$ cat src/rtl/pipeline_if.sv
// Instruction-fetch stage: PC, req/ack fetch from instruction memory, one-entry skid buffer.
// Optional macro IF_MISALIGN_CHECK_EN traps misaligned redirect targets on exc_misalign.
//
// state | meaning
// BOOT  | first cycle after reset release, no request yet
// FETCH | request outstanding at imem_addr, results flow to decode
// HOLD  | decode stalled with a fetched word parked in the skid buffer
// TRAP  | misaligned redirect reported, fetch idle until next redirect
module pipeline_if #(
   parameter logic [31:0] RESET_PC = 32'h0000_0000,
   parameter logic [31:0] NOP_INST = 32'h0000_0013
) (
   input  logic        clk,
   input  logic        rst,
   output logic        imem_req,
   output logic [31:0] imem_addr,
   input  logic        imem_ack,
   input  logic [31:0] imem_data,
   input  logic        stall,
   input  logic        redirect,
   input  logic [31:0] redirect_pc,
   output logic [31:0] inst,
   output logic [31:0] inst_pc,
   output logic        inst_valid,
   output logic        exc_misalign
);

   typedef enum logic [1:0] {ST_BOOT, ST_FETCH, ST_HOLD, ST_TRAP} state_t;

   state_t      state_q, state_d;
   logic [31:0] pc_q, pc_d;
   logic [31:0] imem_addr_q, imem_addr_d;
   logic        imem_req_q, imem_req_d;
   logic [31:0] inst_q, inst_d;
   logic [31:0] inst_pc_q, inst_pc_d;
   logic        inst_valid_q, inst_valid_d;
   logic        exc_misalign_q, exc_misalign_d;
   logic        skid_valid_q, skid_valid_d;
   logic [31:0] skid_inst_q, skid_inst_d;
   logic [31:0] skid_pc_q, skid_pc_d;

   logic [31:0] target;
   logic        misalign;
   logic        fetch_ok;
   logic [31:0] pc_plus4;

`ifdef IF_MISALIGN_CHECK_EN
   assign target   = redirect_pc;
   assign misalign = (redirect_pc[1:0] != 2'b00);
`else
   assign target   = redirect_pc & ~32'd3;
   assign misalign = 1'b0;
`endif

   assign fetch_ok = imem_req_q & imem_ack;
   assign pc_plus4 = pc_q + 32'd4;

   always_comb begin
      state_d        = state_q;
      pc_d           = pc_q;
      imem_addr_d    = imem_addr_q;
      imem_req_d     = imem_req_q;
      inst_d         = inst_q;
      inst_pc_d      = inst_pc_q;
      inst_valid_d   = inst_valid_q;
      exc_misalign_d = exc_misalign_q;
      skid_valid_d   = skid_valid_q;
      skid_inst_d    = skid_inst_q;
      skid_pc_d      = skid_pc_q;

      if (redirect) begin
         // Redirect beats stall and discards any same-cycle ack.
         pc_d         = target;
         imem_addr_d  = target;
         skid_valid_d = 1'b0;
         inst_d       = NOP_INST;
         if (misalign) begin
            exc_misalign_d = 1'b1;
            inst_pc_d      = redirect_pc;
            inst_valid_d   = 1'b1;
            imem_req_d     = 1'b0;
            state_d        = ST_TRAP;
         end else begin
            exc_misalign_d = 1'b0;
            inst_valid_d   = 1'b0;
            imem_req_d     = 1'b1;
            state_d        = ST_FETCH;
         end
      end else begin
         case (state_q)
            ST_BOOT: begin
               imem_req_d  = 1'b1;
               imem_addr_d = pc_q;
               state_d     = ST_FETCH;
            end
            ST_FETCH: begin
               if (!stall) begin
                  if (fetch_ok) begin
                     inst_d       = imem_data;
                     inst_pc_d    = imem_addr_q;
                     inst_valid_d = 1'b1;
                     pc_d         = pc_plus4;
                     imem_addr_d  = pc_plus4;
                  end else begin
                     inst_d       = NOP_INST;
                     inst_valid_d = 1'b0;
                  end
               end else if (fetch_ok) begin
                  skid_valid_d = 1'b1;
                  skid_inst_d  = imem_data;
                  skid_pc_d    = imem_addr_q;
                  pc_d         = pc_plus4;
                  imem_req_d   = 1'b0;
                  state_d      = ST_HOLD;
               end
            end
            ST_HOLD: begin
               if (!stall) begin
                  inst_d       = skid_inst_q;
                  inst_pc_d    = skid_pc_q;
                  inst_valid_d = skid_valid_q;
                  skid_valid_d = 1'b0;
                  imem_req_d   = 1'b1;
                  imem_addr_d  = pc_q;
                  state_d      = ST_FETCH;
               end
            end
            ST_TRAP: begin
               if (inst_valid_q && !stall) begin
                  exc_misalign_d = 1'b0;
                  inst_valid_d   = 1'b0;
               end
            end
            default: state_d = ST_BOOT;
         endcase
      end
   end

   always_ff @(posedge clk or posedge rst) begin
      if (rst) begin
         state_q        <= ST_BOOT;
         pc_q           <= RESET_PC;
         imem_addr_q    <= RESET_PC;
         imem_req_q     <= 1'b0;
         inst_q         <= NOP_INST;
         inst_pc_q      <= 32'd0;
         inst_valid_q   <= 1'b0;
         exc_misalign_q <= 1'b0;
         skid_valid_q   <= 1'b0;
         skid_inst_q    <= NOP_INST;
         skid_pc_q      <= 32'd0;
      end else begin
         state_q        <= state_d;
         pc_q           <= pc_d;
         imem_addr_q    <= imem_addr_d;
         imem_req_q     <= imem_req_d;
         inst_q         <= inst_d;
         inst_pc_q      <= inst_pc_d;
         inst_valid_q   <= inst_valid_d;
         exc_misalign_q <= exc_misalign_d;
         skid_valid_q   <= skid_valid_d;
         skid_inst_q    <= skid_inst_d;
         skid_pc_q      <= skid_pc_d;
      end
   end

   assign imem_req     = imem_req_q;
   assign imem_addr    = imem_addr_q;
   assign inst         = inst_q;
   assign inst_pc      = inst_pc_q;
   assign inst_valid   = inst_valid_q;
   assign exc_misalign = exc_misalign_q;

endmodule

$ cat config.mk
export PLATFORM = sky130hd
export DESIGN_NAME = pipeline_if
export DESIGN_NICKNAME = d
export VERILOG_FILES = /design/src/rtl/pipeline_if.sv
export SDC_FILE = /design/constraint.sdc
export NUM_CORES = 1
export LEC_CHECK = 0
export ABC_AREA = 1
export CAP_MARGIN = 20
export CORE_UTILIZATION = 48
export CTS_CLUSTER_DIAMETER = 200
export DETAILED_ROUTE_END_ITERATION = 7
export GPL_ROUTABILITY_DRIVEN = 0
export PLACE_DENSITY = 0.76
export SLEW_MARGIN = 20
export SYNTH_ARGS = -nofsm -noshare
export SYNTH_HDL_FRONTEND = slang
export SYNTH_SLANG_ARGS = --single-unit
$ cat constraint.sdc
create_clock -name clk -period 6.4 [get_ports clk]
set_clock_uncertainty 0.05 [all_clocks]
set_input_delay 1.28 -clock clk [delete_from_list [all_inputs] [get_ports clk]]
set_output_delay 1.28 -clock clk [all_outputs]
set_load 0.005 [all_outputs]
==> flow_summary.ini <==
[die]
start_util = 0.493
io_pins = 168
rows = 51
dieArea_um2 = 20800
die_x_um = 144
dieHeight_um = 144
core-area_um2 = 19700

[layout]
regArea_um2 = 4810
drive_gt1_frac = 0.0810
final_cells = 1611
multi_input_area_um2 = 4120
final_util = 0.607
areaGrowthSynthToFinish_pct = 23.2
fillers = 1760
fin_nets = 1406

[setup_path]
cp_max_fo = 48
worstSetupStartpointType = input port
critical_path_arrival_ns = 3.88
path_class = in -> reg
endpoint_kind = flip-flop
required_ns = 6.69

[synth]
yosys-top-cells-area = dfrtp_1, nand2_1, nor2_1
synth_adder_area_share = 0.00646
synth_top_cell_area_share = 0.480
avgSynthCellArea_um2 = 8.06
synthMuxAreaShare = 0.0360
synth-seq-cells = 192
yosysSeqAreaShare = 0.497
synth_cell_types = 41
synth_top_family_by_area = simple AND/OR/NAND/NOR gates
synth-edff-count = 0
yosys.area_share.xor_xnor = 0.00542
synth_fp_nets = 1276
synth-compound-area-share = 0.150
yosys.area_share.simple = 0.227
synth_cells = 1202
yosysTopAreaCell = dfrtp_1
yosysWarnings = 0
async_reset_ff_frac = 1.00
ys.flop_type = dfrtp_1
synthesis.area_um2 = 9690

[route]
firstDrtPassIters = 6
drt-wirelength-per-cell_um = 15.4
routed_wl_um = 24700
vias_per_cell = 5.23
drt_iter0_markers = 623
vias = 8425
drc = 0
ant_nets = 0

[timing]
max_freq_ghz = 0.278
relSlewSlack = 0.407
hold_violations = 0
rsz0062_at_grt = false
fin_tns_setup_ns = 0
setup_viol = 0
slew_viol_final = 0
layout_min_cycle_time_ns = 3.59
worstMarginPinSlew_ns = 0.890
post-route-period-util = 0.561
finalWorstSetupSlack_ns = 2.81

[clock_tree]
cts_root_buf = clkbuf_16
numCtsBuffers = 17
cts.hold.buffers_added = 0
cts_tree = built
clk_pin_slew_ns = 0.07
clock-sinks = 192
cts_max_path_buffers = 2
htreeDepth = 4
post_cts_buffers = 0
cts_resized = 0
worst_skew_pair.late_latency_ns = 0.43

[power]
clockPowerShare = 0.192
intPower_mw = 3.35
power_switching_mw = 2.01
seqPwrFrac = 0.392
p_leak_nw = 5.38
power_density_nw_per_um2 = 449
combPwrFrac = 0.416
peakVddDrop_uv = 225
p_sw_frac = 0.375
p_total_mw = 5.37

[global_routing]
antenna_found_initial = 0
grt_pass1_wl_um = 40500
track_usage = 0.251
grt_max_degree = 124
grt.overflow.total = 0
grt_pass1_vias = 7875

[flow_run]
cap_violations = 0

[placement]
pre_cts_slack_ns = 2.39
placedCellCount = 1578
hpwl_um = 16500
port_buffers = 164

[run_status]
status = completed

[worst_hold_path]
hold_path.class = reg -> reg
-- worst max-delay path: stages --
cell and delay [ns]:
buf_2 0.11, buf_4 0.30, inv_1 0.67, nand3_1 0.26
a21oi_4 0.51, buf_4 0.46, nor2_1 0.08, a31oi_1 0.16
-- synthesized netlist by cell type, types with 2 or more instances --
cell type / count
o21ai_0: 51
nor2_4: 4
nand2_2: 4
o22ai_1: 7
buf_4: 7
dfstp_2: 6
buf_1: 5
inv_1: 93
o21ai_1: 22
a22oi_1: 2
o21bai_1: 7
a21boi_1: 9
ha_1: 5
inv_2: 9
dfrtp_1: 186
nor3_1: 2
o211ai_1: 7
a31oi_1: 36
a22oi_2: 6
clkbuf_1: 19
buf_6: 13
xor2_1: 6
nand3_1: 33
a21oi_1: 92
a22o_1: 4
mux2_2: 31
nor2_1: 183
nand2_1: 323
buf_2: 18
-- power by group through the flow --
stage | combinational, mW | clock [mW] | sequential [mW]
2_1_floorplan | 1.40 | 0 | 2.06
3_3_place_gp | 2.18 | 0 | 2.10
3_5_place_dp | 2.23 | 0 | 2.11
4_1_cts | 2.25 | 1.05 | 2.10
5_1_grt | 2.50 | 1.10 | 2.18
6_report | 2.23 | 1.03 | 2.10
-- final cells by class --
cell class,instances,share of cell area
sequential,192,0.403
multi-input combinational,846,0.345
timing repair buffer,173,0.144
clock buffer,20,0.0383
inverter,102,0.0324
tap,265,0.0278
clock inverter,12,0.00912
antenna,1,0.000210
-- through the flow --
| stage | instance area, um2 | hold WS, ns |
|---|---|---|
| floorplan | 9690 | 0.416 |
| global placement | 11400 | 0.418 |
| detailed placement | 11400 | 0.423 |
| CTS | 11900 | 0.441 |
| global route | 11900 | 0.461 |
| finish | 11900 | 0.434 |
-- layout by cell type, fill, tap and decap left out, types with 6 or more instances in the layout --
| master | count |
|---|---|
| o21ai_0 | 51 |
| clkdlybuf4s50_1 | 163 |
| dfstp_2 | 6 |
| o21ai_1 | 22 |
| nand2_1 | 323 |
| buf_4 | 8 |
| inv_1 | 92 |
| a21boi_1 | 9 |
| clkbuf_16 | 17 |
| a22oi_2 | 6 |
| a31oi_1 | 36 |
| o22ai_1 | 7 |
| mux2_2 | 31 |
| xor2_1 | 6 |
| o21bai_1 | 7 |
| nor2_1 | 183 |
| dfrtp_1 | 186 |
| a21oi_1 | 92 |
| inv_2 | 9 |
| o211ai_1 | 7 |
| nand3_1 | 33 |
-- sequential cells by signal (all words and copies together) (netlist names), 2 cells and up --
register / flops
inst: 32
skid_inst_q: 32
imem_addr: 31
inst_pc: 31
skid_pc_q: 31
pc_q: 30
state_q: 2
-- final timing paths --
path                             from          to  slack, ns  cells past startpoint
setup / recovery             redirect  inst_pc[8]       2.81                      8
hold / removal               inst[22]    inst[22]       0.43                      2
setup reg to reg           state_q[0]    inst[23]       3.61                      8
hold reg to reg              inst[22]    inst[22]       0.43                      2
max in group asynchronous         rst  state_q[1]       4.22                      3
min in group asynchronous         rst  inst_pc[4]       1.32                      3
-- metal layers --
layer / share of wire / up-vias / global-route usage
li1: - / 4140 / -
met1: 0.48 / 4014 / 0.359
met2: 0.45 / 235 / 0.381
met3: 0.052 / 36 / 0.0457
met4: 0.023 / 0 / 0.0857
met5: 0 / - / 0
-- logic make-up after synthesis --
kind of cell | Yosys count
and+or+nand+nor | 554
muxes | 31
DFF | 192
buffers and inverters | 164
xor gates and xnor gates | 6
other | 1
adders and majority gates | 5
AOI/OAI and AO/OA | 249
Power figures use the tool's default switching activity.
